### config.mk
export PLATFORM = sky130hd
export DESIGN_NAME = database_stage_reader_flat
export DESIGN_NICKNAME = d
export VERILOG_FILES = /design/src/rtl/database_stage_reader_if.sv /design/src/rtl/database_stage_reader.sv /design/src/flat_wrapper.sv
export SDC_FILE = /design/constraint.sdc
export NUM_CORES = 1
export LEC_CHECK = 0
export CORE_UTILIZATION = 45
export CTS_CLUSTER_DIAMETER = 150
export DETAILED_ROUTE_END_ITERATION = 6
export PLACE_DENSITY = 0.71
export SKIP_LAST_GASP = 1
export SYNTH_ARGS = -nofsm -noshare
export SYNTH_HDL_FRONTEND = slang
export SYNTH_SLANG_ARGS = --single-unit
export TNS_END_PERCENT = 10
### constraint.sdc
create_clock -name clk -period 3.7 [get_ports clk]
set_input_delay 0.74 -clock clk [delete_from_list [all_inputs] [get_ports clk]]
set_output_delay 0.74 -clock clk [all_outputs]
set_load 0.1 [all_outputs]
### src/rtl/database_stage_reader_if.sv
// Request, database read port and classifier word stream of database_stage_reader.
// Handshake: a word transfers on each rising clk edge with o_valid && i_ready; o_valid, o_data and tags hold until then.
interface database_stage_reader_if #(
   parameter int ADDR_WIDTH    = 10,
   parameter int DATA_WIDTH_16 = 16
);
   logic                     i_start;
   logic [1:0]               i_stage;
   logic                     o_busy;
   logic                     o_mem_ren;
   logic [ADDR_WIDTH-1:0]    o_mem_addr;
   logic [DATA_WIDTH_16-1:0] i_mem_data;
   logic                     o_valid;
   logic                     i_ready;
   logic [DATA_WIDTH_16-1:0] o_data;
   logic [4:0]               o_param_index;
   logic [7:0]               o_classifier_index;
   logic                     o_is_threshold;
   logic                     o_last;
   logic                     o_done;
   logic                     o_error;
   logic [2:0]               dbg_state;

   modport master (
      input  i_start, i_stage, i_mem_data, i_ready,
      output o_busy, o_mem_ren, o_mem_addr, o_valid, o_data, o_param_index,
             o_classifier_index, o_is_threshold, o_last, o_done, o_error, dbg_state
   );

   modport slave (
      output i_start, i_stage, i_mem_data, i_ready,
      input  o_busy, o_mem_ren, o_mem_addr, o_valid, o_data, o_param_index,
             o_classifier_index, o_is_threshold, o_last, o_done, o_error, dbg_state
   );
endinterface

### src/rtl/database_stage_reader.sv
// Streams one stage of the classifier database (params then thresholds) from a 1-cycle read port.
// Optional abort input enabled by defining DATABASE_READER_ABORT_EN.
module database_stage_reader #(
   parameter int ADDR_WIDTH               = 10,
   parameter int DATA_WIDTH_16            = 16,
   parameter int NUM_PARAM_PER_CLASSIFIER = 19,
   parameter int NUM_STAGE_THRESHOLD      = 3,
   parameter int NUM_CLASSIFIERS_STAGE_1  = 10,
   parameter int NUM_CLASSIFIERS_STAGE_2  = 10,
   parameter int NUM_CLASSIFIERS_STAGE_3  = 10
) (
   input  logic                    clk,
   input  logic                    reset,
`ifdef DATABASE_READER_ABORT_EN
   input  logic                    i_abort,
`endif
   database_stage_reader_if.master dbr
);
   localparam int SIZE_1 = NUM_CLASSIFIERS_STAGE_1 * NUM_PARAM_PER_CLASSIFIER + NUM_STAGE_THRESHOLD;
   localparam int SIZE_2 = NUM_CLASSIFIERS_STAGE_2 * NUM_PARAM_PER_CLASSIFIER + NUM_STAGE_THRESHOLD;
   localparam int SIZE_3 = NUM_CLASSIFIERS_STAGE_3 * NUM_PARAM_PER_CLASSIFIER + NUM_STAGE_THRESHOLD;
   localparam int TOTAL  = SIZE_1 + SIZE_2 + SIZE_3;
   localparam int CW     = ADDR_WIDTH + 1;

   localparam logic [ADDR_WIDTH-1:0] BASE_1     = '0;
   localparam logic [ADDR_WIDTH-1:0] BASE_2     = ADDR_WIDTH'(SIZE_1);
   localparam logic [ADDR_WIDTH-1:0] BASE_3     = ADDR_WIDTH'(SIZE_1 + SIZE_2);
   localparam logic [4:0]            PARAM_LAST = 5'(NUM_PARAM_PER_CLASSIFIER - 1);
   localparam logic [CW-1:0]         ONE_C      = CW'(1);

   if (TOTAL > (1 << ADDR_WIDTH)) begin : g_size_check
      $error("database_stage_reader: stage regions exceed the address space");
   end

   typedef enum logic [2:0] {S_IDLE, S_REQ, S_WAIT, S_OUT, S_DONE} state_e;

   state_e                   state_q, state_d;
   logic [ADDR_WIDTH-1:0]    base_q, base_d;
   logic [CW-1:0]            size_q, size_d;
   logic [CW-1:0]            count_q, count_d;
   logic [7:0]               ncls_q, ncls_d;
   logic [7:0]               cls_q, cls_d;
   logic [4:0]               param_q, param_d;
   logic                     thr_q, thr_d;

   logic                     busy_q, busy_d;
   logic                     ren_q, ren_d;
   logic [ADDR_WIDTH-1:0]    addr_q, addr_d;
   logic                     valid_q, valid_d;
   logic [DATA_WIDTH_16-1:0] data_q, data_d;
   logic [4:0]               param_out_q, param_out_d;
   logic [7:0]               cls_out_q, cls_out_d;
   logic                     thr_out_q, thr_out_d;
   logic                     last_q, last_d;
   logic                     done_q, done_d;
   logic                     error_q, error_d;

   logic                     handshake;
   logic                     abort;
   logic [ADDR_WIDTH-1:0]    sel_base;
   logic [CW-1:0]            sel_size;
   logic [7:0]               sel_ncls;

   assign handshake = valid_q && dbr.i_ready;

`ifdef DATABASE_READER_ABORT_EN
   assign abort = i_abort && (state_q != S_IDLE);
`else
   assign abort = 1'b0;
`endif

   always_comb begin
      sel_base = BASE_1;
      sel_size = CW'(SIZE_1);
      sel_ncls = 8'(NUM_CLASSIFIERS_STAGE_1);
      case (dbr.i_stage)
         2'd1: begin
            sel_base = BASE_2;
            sel_size = CW'(SIZE_2);
            sel_ncls = 8'(NUM_CLASSIFIERS_STAGE_2);
         end
         2'd2: begin
            sel_base = BASE_3;
            sel_size = CW'(SIZE_3);
            sel_ncls = 8'(NUM_CLASSIFIERS_STAGE_3);
         end
         default: ;
      endcase
   end

   always_comb begin
      state_d     = state_q;
      base_d      = base_q;
      size_d      = size_q;
      count_d     = count_q;
      ncls_d      = ncls_q;
      cls_d       = cls_q;
      param_d     = param_q;
      thr_d       = thr_q;
      busy_d      = busy_q;
      ren_d       = 1'b0;
      addr_d      = addr_q;
      valid_d     = valid_q;
      data_d      = data_q;
      param_out_d = param_out_q;
      cls_out_d   = cls_out_q;
      thr_out_d   = thr_out_q;
      last_d      = last_q;
      done_d      = 1'b0;
      error_d     = 1'b0;

      if (abort) begin
         // A word offered in the abort cycle is treated as not consumed.
         state_d = S_IDLE;
         valid_d = 1'b0;
         busy_d  = 1'b0;
      end else begin
         case (state_q)
            S_IDLE: begin
               if (dbr.i_start) begin
                  if (dbr.i_stage == 2'd3) begin
                     error_d = 1'b1;
                  end else begin
                     base_d  = sel_base;
                     size_d  = sel_size;
                     ncls_d  = sel_ncls;
                     count_d = '0;
                     cls_d   = '0;
                     param_d = '0;
                     thr_d   = 1'b0;
                     busy_d  = 1'b1;
                     ren_d   = 1'b1;
                     addr_d  = sel_base;
                     state_d = S_REQ;
                  end
               end
            end
            S_REQ: state_d = S_WAIT;
            S_WAIT: begin
               data_d      = dbr.i_mem_data;
               param_out_d = param_q;
               cls_out_d   = cls_q;
               thr_out_d   = thr_q;
               last_d      = (count_q == size_q - ONE_C);
               valid_d     = 1'b1;
               state_d     = S_OUT;
            end
            S_OUT: begin
               if (handshake) begin
                  valid_d = 1'b0;
                  count_d = count_q + ONE_C;
                  if (thr_q) begin
                     param_d = param_q + 5'd1;
                  end else if (param_q == PARAM_LAST) begin
                     // Classifier index stays on the last classifier through the thresholds.
                     param_d = '0;
                     if (cls_q == ncls_q - 8'd1) thr_d = 1'b1;
                     else                        cls_d = cls_q + 8'd1;
                  end else begin
                     param_d = param_q + 5'd1;
                  end
                  if (last_q) begin
                     done_d  = 1'b1;
                     busy_d  = 1'b0;
                     state_d = S_DONE;
                  end else begin
                     ren_d   = 1'b1;
                     addr_d  = base_q + count_d[ADDR_WIDTH-1:0];
                     state_d = S_REQ;
                  end
               end
            end
            S_DONE:  state_d = S_IDLE;
            default: state_d = S_IDLE;
         endcase
      end
   end

   always_ff @(posedge clk) begin
      if (reset) begin
         state_q     <= S_IDLE;
         base_q      <= '0;
         size_q      <= '0;
         count_q     <= '0;
         ncls_q      <= '0;
         cls_q       <= '0;
         param_q     <= '0;
         thr_q       <= 1'b0;
         busy_q      <= 1'b0;
         ren_q       <= 1'b0;
         addr_q      <= '0;
         valid_q     <= 1'b0;
         data_q      <= '0;
         param_out_q <= '0;
         cls_out_q   <= '0;
         thr_out_q   <= 1'b0;
         last_q      <= 1'b0;
         done_q      <= 1'b0;
         error_q     <= 1'b0;
      end else begin
         state_q     <= state_d;
         base_q      <= base_d;
         size_q      <= size_d;
         count_q     <= count_d;
         ncls_q      <= ncls_d;
         cls_q       <= cls_d;
         param_q     <= param_d;
         thr_q       <= thr_d;
         busy_q      <= busy_d;
         ren_q       <= ren_d;
         addr_q      <= addr_d;
         valid_q     <= valid_d;
         data_q      <= data_d;
         param_out_q <= param_out_d;
         cls_out_q   <= cls_out_d;
         thr_out_q   <= thr_out_d;
         last_q      <= last_d;
         done_q      <= done_d;
         error_q     <= error_d;
      end
   end

   assign dbr.o_busy             = busy_q;
   assign dbr.o_mem_ren          = ren_q;
   assign dbr.o_mem_addr         = addr_q;
   assign dbr.o_valid            = valid_q;
   assign dbr.o_data             = data_q;
   assign dbr.o_param_index      = param_out_q;
   assign dbr.o_classifier_index = cls_out_q;
   assign dbr.o_is_threshold     = thr_out_q;
   assign dbr.o_last             = last_q;
   assign dbr.o_done             = done_q;
   assign dbr.o_error            = error_q;
   assign dbr.dbg_state          = state_q;
endmodule

### src/flat_wrapper.sv
// flat-port wrapper written by rule: the top's interface ports become plain ports
module database_stage_reader_flat 
#(
   parameter int ADDR_WIDTH               = 10,
   parameter int DATA_WIDTH_16            = 16,
   parameter int NUM_PARAM_PER_CLASSIFIER = 19,
   parameter int NUM_STAGE_THRESHOLD      = 3,
   parameter int NUM_CLASSIFIERS_STAGE_1  = 10,
   parameter int NUM_CLASSIFIERS_STAGE_2  = 10,
   parameter int NUM_CLASSIFIERS_STAGE_3  = 10
)
  (clk, reset, dbr_i_start, dbr_i_stage, dbr_i_mem_data, dbr_i_ready, dbr_o_busy, dbr_o_mem_ren, dbr_o_mem_addr, dbr_o_valid, dbr_o_data, dbr_o_param_index, dbr_o_classifier_index, dbr_o_is_threshold, dbr_o_last, dbr_o_done, dbr_o_error, dbr_dbg_state);
  database_stage_reader_if #(.ADDR_WIDTH(ADDR_WIDTH), .DATA_WIDTH_16(DATA_WIDTH_16)) dbr_i ();
  input  logic clk;
  input  logic reset;
  input wire logic [$bits(dbr_i.i_start)-1:0] dbr_i_start;
  input wire logic [$bits(dbr_i.i_stage)-1:0] dbr_i_stage;
  input wire logic [$bits(dbr_i.i_mem_data)-1:0] dbr_i_mem_data;
  input wire logic [$bits(dbr_i.i_ready)-1:0] dbr_i_ready;
  output wire logic [$bits(dbr_i.o_busy)-1:0] dbr_o_busy;
  output wire logic [$bits(dbr_i.o_mem_ren)-1:0] dbr_o_mem_ren;
  output wire logic [$bits(dbr_i.o_mem_addr)-1:0] dbr_o_mem_addr;
  output wire logic [$bits(dbr_i.o_valid)-1:0] dbr_o_valid;
  output wire logic [$bits(dbr_i.o_data)-1:0] dbr_o_data;
  output wire logic [$bits(dbr_i.o_param_index)-1:0] dbr_o_param_index;
  output wire logic [$bits(dbr_i.o_classifier_index)-1:0] dbr_o_classifier_index;
  output wire logic [$bits(dbr_i.o_is_threshold)-1:0] dbr_o_is_threshold;
  output wire logic [$bits(dbr_i.o_last)-1:0] dbr_o_last;
  output wire logic [$bits(dbr_i.o_done)-1:0] dbr_o_done;
  output wire logic [$bits(dbr_i.o_error)-1:0] dbr_o_error;
  output wire logic [$bits(dbr_i.dbg_state)-1:0] dbr_dbg_state;
  assign dbr_i.i_start = dbr_i_start;
  assign dbr_i.i_stage = dbr_i_stage;
  assign dbr_i.i_mem_data = dbr_i_mem_data;
  assign dbr_i.i_ready = dbr_i_ready;
  assign dbr_o_busy = dbr_i.o_busy;
  assign dbr_o_mem_ren = dbr_i.o_mem_ren;
  assign dbr_o_mem_addr = dbr_i.o_mem_addr;
  assign dbr_o_valid = dbr_i.o_valid;
  assign dbr_o_data = dbr_i.o_data;
  assign dbr_o_param_index = dbr_i.o_param_index;
  assign dbr_o_classifier_index = dbr_i.o_classifier_index;
  assign dbr_o_is_threshold = dbr_i.o_is_threshold;
  assign dbr_o_last = dbr_i.o_last;
  assign dbr_o_done = dbr_i.o_done;
  assign dbr_o_error = dbr_i.o_error;
  assign dbr_dbg_state = dbr_i.dbg_state;
  database_stage_reader #(.ADDR_WIDTH(ADDR_WIDTH), .DATA_WIDTH_16(DATA_WIDTH_16), .NUM_PARAM_PER_CLASSIFIER(NUM_PARAM_PER_CLASSIFIER), .NUM_STAGE_THRESHOLD(NUM_STAGE_THRESHOLD), .NUM_CLASSIFIERS_STAGE_1(NUM_CLASSIFIERS_STAGE_1), .NUM_CLASSIFIERS_STAGE_2(NUM_CLASSIFIERS_STAGE_2), .NUM_CLASSIFIERS_STAGE_3(NUM_CLASSIFIERS_STAGE_3)) u_core (.clk(clk), .reset(reset), .dbr(dbr_i));
endmodule
==> results of run 1 <==
==> synthesized netlist by cell type (all sizes together) (2+ instances only) <==
cell and count:
nand2 87, dfxtp 78, nor2 52, a21oi 50, clkbuf 19, xor2 16
ha 13, o21ai 13, nand4 11, nor3 11, a22oi 10, nand3 10
xnor2 9, buf 5, inv 5, nand3b 5, nor4 5, or3 5
a211oi 4, or2 4, and2 3, a21boi 2, a21o 2, and3 2
nand2b 2, nand4bb 2, o21bai 2, or4b 2
==> area by class of cell <==
class                           count  area share
Clock inverter                      6    0.008585
Timing Repair Buffer               74      0.1590
Inverter                            5    0.004154
Tap cell                          102     0.02825
Multi-Input combinational cell    338      0.4262
Clock buffer                       10     0.02825
Sequential cell                    78      0.3456
==> layer usage <==
layer  up-vias  GRT usage  routed length, µm
met2        77     0.3421               3892
met4         0    0.09524                144
li1       1660          -                  -
met3        12    0.04606                372
met1      1519     0.2633               3932
met5         -          0                  0
==> worst max path at each step <==
stage,from,endpoint,slack [ns],depth (start not counted)
finish,u_core.count_q[0],u_core.dbr.o_mem_addr[9],0.70,11
global route,u_core.count_q[0],u_core.dbr.o_mem_addr[8],0.51,9
CTS,u_core.count_q[0],u_core.dbr.o_mem_addr[9],0.76,11
detailed placement,dbr_i_ready,u_core.cls_q[5],0.60,7
global placement,dbr_i_ready,u_core.cls_q[5],0.66,7
floorplan,u_core.dbr.dbg_state[0],u_core.cls_q[6],0.82,7
==> registers in the layout, indices dropped and copies added (netlist names) <==
signal / flops
u_core.count_q: 11
u_core.dbr.o_mem_ren: 1
u_core.size_q: 1
u_core.dbr.o_busy: 1
u_core.dbr.o_last: 1
u_core.dbr.o_classifier_index: 8
u_core.dbr.dbg_state: 3
u_core.cls_q: 8
u_core.dbr.o_mem_addr: 10
u_core.dbr.o_param_index: 5
u_core.param_q: 5
u_core.dbr.o_done: 1
u_core.dbr.o_data: 16
u_core.thr_q: 1
u_core.base_q: 3
u_core.dbr.o_valid: 1
u_core.dbr.o_error: 1
u_core.dbr.o_is_threshold: 1
==> power breakdown <==
part           switching (W)  internal, W  total (W)  leakage, nW
registers          0.0000236     0.000866   0.000889        0.632
clock network       0.000320     0.000241   0.000561       0.0820
logic               0.000261    0.0000931   0.000354        0.887
total               0.000604      0.00120    0.00180         1.60
==> cell families after synthesis <==
logic type,count (synthesis)
xor+xnor,25
fa+ha+maj,14
compound gates,93
simple gates,206
buf+inv,29
flops,78
==> worst register-to-register path: stages, from the launching register on <==
cell                       delay, ns
sky130_fd_sc_hd__dfxtp_1        0.55
sky130_fd_sc_hd__ha_1           0.37
sky130_fd_sc_hd__nand3_1        0.22
sky130_fd_sc_hd__nor2_1         0.27
sky130_fd_sc_hd__and3_1         0.27
sky130_fd_sc_hd__xor2_1         0.10
sky130_fd_sc_hd__ha_1           0.23
sky130_fd_sc_hd__or3_1          0.35
sky130_fd_sc_hd__o21bai_1       0.17
sky130_fd_sc_hd__o221a_2        0.14
sky130_fd_sc_hd__xnor2_1        0.14
sky130_fd_sc_hd__o21ai_0        0.09
==> metrics by stage <==
stage / hold WS, ns / total power [W] / util / cell area (µm²)
2_1_floorplan: 0.4566 / 0.001172 / - / 3605
3_3_place_gp: 0.4416 / 0.001260 / 0.5631 / 4352
3_5_place_dp: 0.4464 / 0.001263 / 0.5631 / 4352
4_1_cts: 0.4585 / 0.001815 / 0.5847 / 4518
5_1_grt: 0.4695 / 0.001880 / 0.5847 / 4518
6_report: 0.4546 / 0.001804 / 0.5847 / 4518
==> summary.md, run 1 <==
Outcome
- finished clean — result of the run

Setup path
- simple AND/OR/NAND/NOR gates — Largest delay share family, worst path
- ha_1 -> nand3_1 -> nor2_1 -> and3_1 -> xor2_1 -> ha_1 -> or3_1 -> o21bai_1 -> o221a_2 -> xnor2_1 -> o21ai_0 — worst path cell trace
- 0 — number of buffers and inverters on the critical path
- 0.70 ns — flop2flop setup slack
- reg -> reg — kind of critical path
- u_core.dbr.o_mem_addr[9] — endpoint of the lowest-slack register-to-register path
- 3.24 ns — Arr. time, crit path
- flop — kind of start point of the critical path
- 0.55 ns — Largest stage delay, worst path
- u_core.count_q[0] — reg-to-reg startpoint
- 11 — critical path fanouts, max
- flop — kind of capture point of the worst setup path
- sky130_fd_sc_hd__ha_1 — CP most frequent cell
- 11 — R2R cell count
- sky130_fd_sc_hd__dfxtp_1 — Worst path slowest cell
- 3.94 ns — CP Data Required Time

Logic synthesis
- 8.100 µm² — mean post-synth cell area
- 481 — number of nets produced by synthesis
- 0.4332 — share of Yosys cell area claimed by the top area cell type
- 48 — number of distinct library cell variants in the gate-level netlist after synthesis
- 0 — number of enable flip-flop cells after synthesis
- 0.4332 — sequential element share of the synthesized area
- 0.06074 — parity-gate share of the synthesized area counting xor and xnor cells
- 0 — number of warning messages in the yosys log
- sky130_fd_sc_hd__dfxtp_1, sky130_fd_sc_hd__nand2_1, sky130_fd_sc_hd__a21oi_1, sky130_fd_sc_hd__nor2_1, sky130_fd_sc_hd__ha_1 — biggest area contributors in the synthesized netlist
- 3605 µm² — combined area of all synthesized cells
- sky130_fd_sc_hd__dfxtp_1 — dominant synthesized flop cell
- 0.05068 — Post-Synth Adder-Cell Area
- 0 — mux contribution to synthesized area
- 0.2655 — basic-gate share of the synthesized area counting and, or, nand and nor cells
- 78 — flip-flop and latch count after synthesis
- 445 — Mapped Cells
- simple AND/OR/NAND/NOR gates — dominant combinational cell family by area after synthesis
- sky130_fd_sc_hd__dfxtp_1 — cell accounting for the most synthesized area
- 0 — Post-synth ARST share
- 0.1572 — synthesized-area fraction occupied by ao, oa, aoi and oai cells

Die
- 71 — I/O pins
- 8372 µm² — floorplan die area
- 91.50 µm — width of the die
- 0.4665 — starting density of the core
- 7727 µm² — total core area
- 91.50 µm — height of the die
- 32 — num rows

Route
- 8341 µm — routed wire length
- 4 — First-pass DRT Iterations
- 0 — DRC violations left
- 0 — antenna-violating nets left
- 3,268 — detailed-route via count
- 5.331 — mean number of vias per cell
- 151 — DRC violation total after the first TritonRoute iteration
- 13.61 µm — wire length per cell

STA
- 1.117 ns — transition time of the tightest slew-check pin
- 0.6989 ns — post-layout worst setup margin
- 3.001 ns — final critical path time including I/O delays and setup
- 0.2552 — worst rel slew slack
- 0 — final count of pins violating max slew
- 0.008018 ns — Clock Skew
- 333.2 MHz — Peak Freq
- 0 — count of final setup violators
- 0 ns — Sum Neg Setup Slack
- 0.8111 — fin crit share
- no — RSZ-0062 raised after global routing
- 0 — Final Hold Violating Endpoints

Placement
- 0.5964 ns — pre-CTS worst setup slack
- 5790 µm — placed wire-length estimate after detailed placement
- 0.8562 — Placer Congestion
- 597 — number of placed instances with taps included
- 70 — count of port buffers added during placement

Global routing
- 13,930 µm — global-route wire length before repair
- 50 — maximum number of pins on one net before global-route repair
- 0.2096 — GRT Total Usage
- 0 — final global-route overflow total
- 2,906 — number of global-route vias before repair
- 0 — initial antenna violation count

Clock network
- 0.08 ns — clock slew at the register clock pins of the worst setup and hold paths
- 2 — maximum clock insertion buffer count
- 0 — number of buffers inserted by post-CTS setup repair
- built — CTS tree
- 0 — Resize count post-CTS
- 0 — total of hold buffers inserted after clock tree synthesis
- 9 — cts bufs inserted
- sky130_fd_sc_hd__clkbuf_8 — Clock Tree Root
- 78 — sink count of the clock tree
- 0.36 ns — clk_lat worst skew
- 3 — H-tree level count

Final layout
- sky130_fd_sc_hd__nand2_1 — most common cell after layout, fill and taps aside
- 705 — Fill cells
- 1926 µm² — multi-input combinational cell area
- 613 — filler-free cell count of the finished design
- sky130_fd_sc_hd__nand2_1, sky130_fd_sc_hd__dfxtp_1, sky130_fd_sc_hd__clkdlybuf4s50_1, sky130_fd_sc_hd__nor2_1, sky130_fd_sc_hd__a21oi_1 — commonest cells after routing, fill and taps aside
- 25.34% — area growth from synthesis to layout
- 0 — number of antenna diodes
- 0.06262 — share of final-layout standard cells stronger than drive strength 1
- 542 — number of nets in the finished design
- 1562 µm² — sequential cell area

Power
- 227.6 µV — VDD IR max
- 399.3 nW/µm² — P per Cell Area
- 1.601 nW — standby leakage power

Hold path
- u_core.dbr.o_classifier_index[3] — Worst Hold End
- reg -> reg — type of the tightest min-delay check
- 2 — hold path cells
- u_core.dbr.o_classifier_index[3] — Hold Startpoint

Run
- 0 — max-capacitance violation count

No activity file was read; power rests on OpenSTA's default activity.
==> run 2: changes to the inputs <==
--- a/config.mk
+++ b/config.mk
@@ -8,7 +8,7 @@
 export CORE_UTILIZATION = 45
 export CTS_CLUSTER_DIAMETER = 150
 export DETAILED_ROUTE_END_ITERATION = 6
-export PLACE_DENSITY = 0.71
+export PLACE_DENSITY = 0.74
 export SKIP_LAST_GASP = 1
 export SYNTH_ARGS = -nofsm -noshare
 export SYNTH_HDL_FRONTEND = slang
==> constraint.sdc (replaced) <==
create_clock -name clk -period 2.69 [get_ports clk]
set_input_delay 0.538 -clock clk [delete_from_list [all_inputs] [get_ports clk]]
set_output_delay 0.538 -clock clk [all_outputs]
set_load 0.1 [all_outputs]
==> run 2 against run 1 <==
Net effect:
- clock skew is essentially flat
- cell area increased by 1.8%
- utilization increased by 1.1 points
- non-clock buffer count up 22
- register-to-register slack worse by 0.50 ns
- combinational power up 42%
- sequential cell count stayed put
- global-route usage grew 0.40 points
- sequential share of layout area is 0.53 points lower
- fmax up 20%
==> summary.md, run 2 (synthesis results as in run 1) <==
Outcome
- finished clean — result of the run

Power
- 564.9 nW/µm² — P per Cell Area, +41%
- 252.6 µV — VDD IR max, +11%
- 1.816 nW — standby leakage power, +13%

Die
- 0.4665 — starting density of the core, unchanged
- 8372 µm² — floorplan die area, unchanged
- 7727 µm² — total core area, unchanged
- 32 — num rows, unchanged
- 91.50 µm — width of the die, unchanged
- 71 — I/O pins, unchanged
- 91.50 µm — height of the die, unchanged

Final layout
- 16 — max FFs per register, unchanged
- sky130_fd_sc_hd__nand2_1, sky130_fd_sc_hd__buf_4, sky130_fd_sc_hd__dfxtp_1, sky130_fd_sc_hd__nor2_1, sky130_fd_sc_hd__a21oi_1 — commonest cells after routing, fill and taps aside
- sky130_fd_sc_hd__nand2_1 — most common cell after layout, fill and taps aside
- 27.59% — area growth from synthesis to layout
- 0.5952 — post-layout util, +0.01052
- 0.1936 — share of final-layout standard cells stronger than drive strength 1, +0.1310
- 564 — number of nets in the finished design, +4.1%
- 0 — number of antenna diodes, unchanged
- 657 — Fill cells, -6.8%

Clock network
- 0.08 ns — clock slew at the register clock pins of the worst setup and hold paths, about the same
- built — CTS tree
- 0.35 ns — clk_lat worst skew, about the same
- 0 — total of hold buffers inserted after clock tree synthesis, unchanged
- 78 — sink count of the clock tree, unchanged
- sky130_fd_sc_hd__clkbuf_8 — Clock Tree Root
- 9 — cts bufs inserted, unchanged
- 2 — maximum clock insertion buffer count, unchanged
- 0 — number of buffers inserted by post-CTS setup repair, unchanged
- 3 — H-tree level count, unchanged
- 0 — Resize count post-CTS, unchanged

Global routing
- 14,290 µm — global-route wire length before repair, +2.6%
- 33 — maximum number of pins on one net before global-route repair, -34%
- 3,069 — number of global-route vias before repair, +5.6%
- 0 — final global-route overflow total, unchanged
- 0 — initial antenna violation count, unchanged
- 0.2136 — GRT Total Usage, +0.003964

STA
- 2.494 ns — final critical path time including I/O delays and setup, -0.5068 ns
- 0.1957 ns — post-layout worst setup margin, -0.5032 ns
- 0.6425 ns — transition time of the tightest slew-check pin, -0.4746 ns
- 0 — Final Hold Violating Endpoints, unchanged
- 0.5712 — worst rel slew slack, +0.3160
- 400.9 MHz — Peak Freq, +20%
- 0 — final count of pins violating max slew, unchanged
- 0.9273 — fin crit share, +0.1161
- 0 ns — Sum Neg Setup Slack, unchanged
- 0.007546 ns — Clock Skew, -0.0004723 ns
- 0 — count of final setup violators, unchanged
- no — RSZ-0062 raised after global routing

Run
- 0 — max-capacitance violation count, unchanged

Route
- 405 µm — met3 wire len, +8.9%
- 4228 µm — routed wire length on met2, +8.6%
- met4 — DR top layer
- 3,322 — detailed-route via count, +1.7%
- 5 — First-pass DRT Iterations, +1
- 3929 µm — wire length on met1, about the same
- 0 — antenna-violating nets left, unchanged
- 100 — DRC violation total after the first TritonRoute iteration, -34%
- 0 — DRC violations left, unchanged
- 13.67 µm — wire length per cell, +0.43%
- 5.240 — mean number of vias per cell, -1.7%
- 8664 µm — routed wire length, +3.9%

Hold path
- reg -> reg — type of the tightest min-delay check
- u_core.dbr.o_classifier_index[6] — Hold Startpoint

Setup path
- 0 — number of buffers and inverters on the critical path, unchanged
- 0.42 ns — Largest stage delay, worst path, -0.13 ns
- ha_1 -> nand3_1 -> nor2_1 -> and3_1 -> xor2_1 -> ha_1 -> or3_1 -> o21bai_1 -> o221a_2 -> xnor2_1 -> o21ai_0 — worst path cell trace
- reg -> reg — kind of critical path
- flop — kind of capture point of the worst setup path
- u_core.count_q[1] — origin of the worst setup path
- 5 — critical path fanouts, max, -6
- u_core.count_q[1] — reg-to-reg startpoint
- flop — kind of start point of the critical path
- simple AND/OR/NAND/NOR gates — Largest delay share family, worst path
- 2.93 ns — CP Data Required Time, -1.01 ns
- sky130_fd_sc_hd__ha_1 — CP most frequent cell
- 0.20 ns — flop2flop setup slack, -0.50 ns
- sky130_fd_sc_hd__dfxtp_1 — Worst path slowest cell
- 2.73 ns — Arr. time, crit path, -0.51 ns

Placement
- 70 — count of port buffers added during placement, unchanged
- 0.8993 — Placer Congestion, +5.0%
- -0.03611 ns — pre-CTS worst setup slack, -0.6325 ns
- 6157 µm — placed wire-length estimate after detailed placement, +6.3%

run 2: final timing paths:
check                                endpoint  cells past startpoint
max reg2reg          u_core.dbr.o_mem_addr[9]                     11
min          u_core.dbr.o_classifier_index[6]                      2
min reg2reg  u_core.dbr.o_classifier_index[6]                      2
max                  u_core.dbr.o_mem_addr[9]                     11
run 2: tightest hold or removal path: stages, from the launching register on:
cell and delay, ns:
sky130_fd_sc_hd__dfxtp_1 0.32, sky130_fd_sc_hd__nand2_1 0.05, sky130_fd_sc_hd__a21oi_1 0.05
run 2: routing by layer:
metal / up-vias / track usage
met3: 11 / 0.04858
met1: 1541 / 0.2601
met5: - / 0
li1: 1698 / -
met2: 72 / 0.3741
met4: 0 / 0.06085
run 2: power by group:
part | leakage, nW | total (W) | internal, W | switching, W
registers | 0.633 | 0.00123 | 0.00119 | 0.0000338
logic | 1.09 | 0.000502 | 0.000138 | 0.000364
clock network | 0.0952 | 0.000870 | 0.000446 | 0.000424
run 2: cell type report:
type	count	area [µm²]	area share
multi-input cells	338	1931	0.4197
clock inverters	4	47.55	0.01034
well taps	102	127.6	0.02775
repair buffers	96	768.2	0.1670
inverters	5	18.77	0.004081
flip-flops and latches	78	1565	0.3403
clock buffers	11	141.4	0.03074
run 2: stage by stage:
stage	instances	hold WS, ns	instance area [µm²]	power, W
2_1_floorplan	445	0.4566	3607	0.001613
3_3_place_gp	619	0.4434	4404	0.001749
3_5_place_dp	619	0.4468	4404	0.001754
4_1_cts	634	0.4575	4593	0.002615
5_1_grt	634	0.4784	4599	0.002696
6_report	634	0.4571	4599	0.002598
==> run 3: changes to the inputs <==
--- a/config.mk
+++ b/config.mk
@@ -5,6 +5,7 @@
 export SDC_FILE = /design/constraint.sdc
 export NUM_CORES = 1
 export LEC_CHECK = 0
+export CORE_ASPECT_RATIO = 1.4
 export CORE_UTILIZATION = 45
 export CTS_CLUSTER_DIAMETER = 150
 export DETAILED_ROUTE_END_ITERATION = 6
@@ -13,4 +14,3 @@
 export SYNTH_ARGS = -nofsm -noshare
 export SYNTH_HDL_FRONTEND = slang
 export SYNTH_SLANG_ARGS = --single-unit
-export TNS_END_PERCENT = 10
==> run 3 against run 2 <==
Net effect:
- count of clock-buffer cells in the layout is 2 higher
- die area about the same
- non-clock buffer count rose by 1
- setup slack improved by 0.072 ns
- wire length is 4.1% higher
- fmax rose by 3.0%
- cell area is 0.14% higher
- power is 1.5% lower
- critical path depth decreased by 1
- utilization down 0.092 points
==> summary.md, run 3 (synthesis results as in run 1) <==
Outcome
- finished clean — result of the run

Clock network
- 9 — cts bufs inserted, unchanged
- 0 — number of buffers inserted by post-CTS setup repair, unchanged
- 3 — H-tree level count, unchanged
- 0.08 ns — clock slew at the register clock pins of the worst setup and hold paths, about the same
- 2 — maximum clock insertion buffer count, unchanged
- sky130_fd_sc_hd__clkbuf_8 — Clock Tree Root
- 78 — sink count of the clock tree, unchanged
- 0 — total of hold buffers inserted after clock tree synthesis, unchanged
- 0.35 ns — clk_lat worst skew, about the same
- built — CTS tree

STA
- 0.9006 — fin crit share, -0.02666
- 0 — final count of pins violating max slew, unchanged
- 0.5361 — worst rel slew slack, -0.03509
- 2.423 ns — final critical path time including I/O delays and setup, -0.07171 ns
- no — RSZ-0062 raised after global routing
- 0.007466 ns — Clock Skew, -0.00007974 ns
- 0 — count of final setup violators, unchanged
- 0 — Final Hold Violating Endpoints, unchanged
- 0 ns — Sum Neg Setup Slack, unchanged
- 0.6933 ns — transition time of the tightest slew-check pin, +0.05072 ns
- 412.8 MHz — Peak Freq, +3.0%

Setup path
- flop — kind of capture point of the worst setup path
- flop — kind of start point of the critical path
- 2.71 ns — Arr. time, crit path, -0.02 ns
- reg -> reg — kind of critical path
- 7 — critical path fanouts, max, +2
- 2.98 ns — CP Data Required Time, +0.05 ns

Placement
- 6567 µm — placed wire-length estimate after detailed placement, +6.6%
- 0.9144 — Placer Congestion, +1.7%
- 618 — number of placed instances with taps included, -0.16%
- 70 — count of port buffers added during placement, unchanged

Final layout
- 565 — number of nets in the finished design, +0.18%
- sky130_fd_sc_hd__nand2_1 — most common cell after layout, fill and taps aside
- 0 — number of antenna diodes, unchanged
- 27.77% — area growth from synthesis to layout
- 704 — Fill cells, +7.2%
- 16 — max FFs per register, unchanged
- 634 — filler-free cell count of the finished design, unchanged
- 0.2004 — share of final-layout standard cells stronger than drive strength 1, +0.006766
- sky130_fd_sc_hd__nand2_1, sky130_fd_sc_hd__buf_4, sky130_fd_sc_hd__dfxtp_1, sky130_fd_sc_hd__nor2_1, sky130_fd_sc_hd__a21oi_1 — commonest cells after routing, fill and taps aside

Global routing
- 14,830 µm — global-route wire length before repair, +3.8%
- 32 — maximum number of pins on one net before global-route repair, -3.0%
- 0 — initial antenna violation count, unchanged
- 0 — final global-route overflow total, unchanged
- 0.2296 — GRT Total Usage, +0.01596
- 3,197 — number of global-route vias before repair, +4.2%

Route
- 3,355 — detailed-route via count, +0.99%
- 212 — DRC violation total after the first TritonRoute iteration, +110%
- 0 — antenna-violating nets left, unchanged
- 4 — First-pass DRT Iterations, -1
- 0 — DRC violations left, unchanged
- 9015 µm — routed wire length, +4.1%
- 14.22 µm — wire length per cell, +4.1%
- 5.292 — mean number of vias per cell, +0.99%

Die
- 7750 µm² — total core area, +0.29%
- 8377 µm² — floorplan die area, about the same
- 38 — num rows, +19%
- 71 — I/O pins, unchanged
- 77.64 µm — width of the die, -15%
- 107.9 µm — height of the die, +18%
- 0.4651 — starting density of the core, -0.001356

Hold path
- reg -> reg — type of the tightest min-delay check

Power
- 1.821 nW — standby leakage power, +0.30%
- 307.8 µV — VDD IR max, +22%
- 555.5 nW/µm² — P per Cell Area, -1.7%
- 0.002559 W — Overall Power, -1.5%

Run
- 0 — max-capacitance violation count, unchanged

## run 3: cell types whose count changed in the layout (fill, tap and decap cells not counted)
cell	delta
sky130_fd_sc_hd__bufinv_16	-1
sky130_fd_sc_hd__dfxtp_1	-1
sky130_fd_sc_hd__buf_4	+1
sky130_fd_sc_hd__nor2_2	+1
sky130_fd_sc_hd__dfxtp_2	+1
sky130_fd_sc_hd__clkbuf_8	+2
sky130_fd_sc_hd__nor2_1	-1
## run 3: stage by stage
step,setup slack (ns),util,hold WS (ns),area (µm²)
3_3_place_gp,0.009194,0.5691,0.4443,4410
3_5_place_dp,-0.02947,0.5691,0.4491,4410
6_report,0.2674,0.5943,0.4563,4606
4_1_cts,0.2125,0.5932,0.4597,4597
5_1_grt,0.03533,0.5943,0.4772,4606
2_1_floorplan,0.1599,-,0.4566,3608
## run 3: worst paths after layout
check | startpoint | to | slack [ns] | cells past startpoint
worst min-delay path | u_core.dbr.o_classifier_index[4] | u_core.dbr.o_classifier_index[4] | 0.46 | 2
worst max-delay path | u_core.count_q[3] | u_core.dbr.o_mem_addr[9] | 0.27 | 10
worst min register to register | u_core.dbr.o_classifier_index[4] | u_core.dbr.o_classifier_index[4] | 0.46 | 2
worst max register to register | u_core.count_q[3] | u_core.dbr.o_mem_addr[9] | 0.27 | 10
## run 3: power by group
part | switching (W) | internal, W | total, W
logic | 0.000368 | 0.000139 | 0.000506
registers | 0.0000313 | 0.00119 | 0.00122
clock network | 0.000421 | 0.000408 | 0.000829
## run 3: worst max-delay path, stage by stage, from the launching register on
cell                       delay, ns
sky130_fd_sc_hd__dfxtp_1        0.46
sky130_fd_sc_hd__nand3_1        0.18
sky130_fd_sc_hd__nor3_2         0.23
sky130_fd_sc_hd__nand2_1        0.10
sky130_fd_sc_hd__xnor2_1        0.19
sky130_fd_sc_hd__ha_1           0.24
sky130_fd_sc_hd__or3_1          0.38
sky130_fd_sc_hd__o21bai_1       0.17
sky130_fd_sc_hd__o221a_2        0.15
sky130_fd_sc_hd__xnor2_1        0.11
sky130_fd_sc_hd__o21ai_0        0.14
## run 3: cell type report
class | instances | area [µm²] | share of cell area
clock inverter | 3 | 17.52 | 0.003803
tap | 100 | 125.1 | 0.02717
timing repair buffer | 97 | 775.7 | 0.1684
clock buffer | 13 | 168.9 | 0.03667
sequential | 78 | 1567 | 0.3401
inverter | 5 | 18.77 | 0.004075
multi-input combinational | 338 | 1933 | 0.4197
## run 3: what timing repair did
item                                    in CTS  in global routing
resized for setup                            0                  3
hold endpoints to repair                     0                  0
endpoints found under the setup margin       0                  1
## run 3: per-layer routing
metal	vias up	global-route usage	part of all wire
li1	1697	-	-
met1	1534	0.2540	0.41
met2	101	0.3995	0.50
met3	23	0.05932	0.057
met4	0	0.1253	0.034
met5	-	0	0
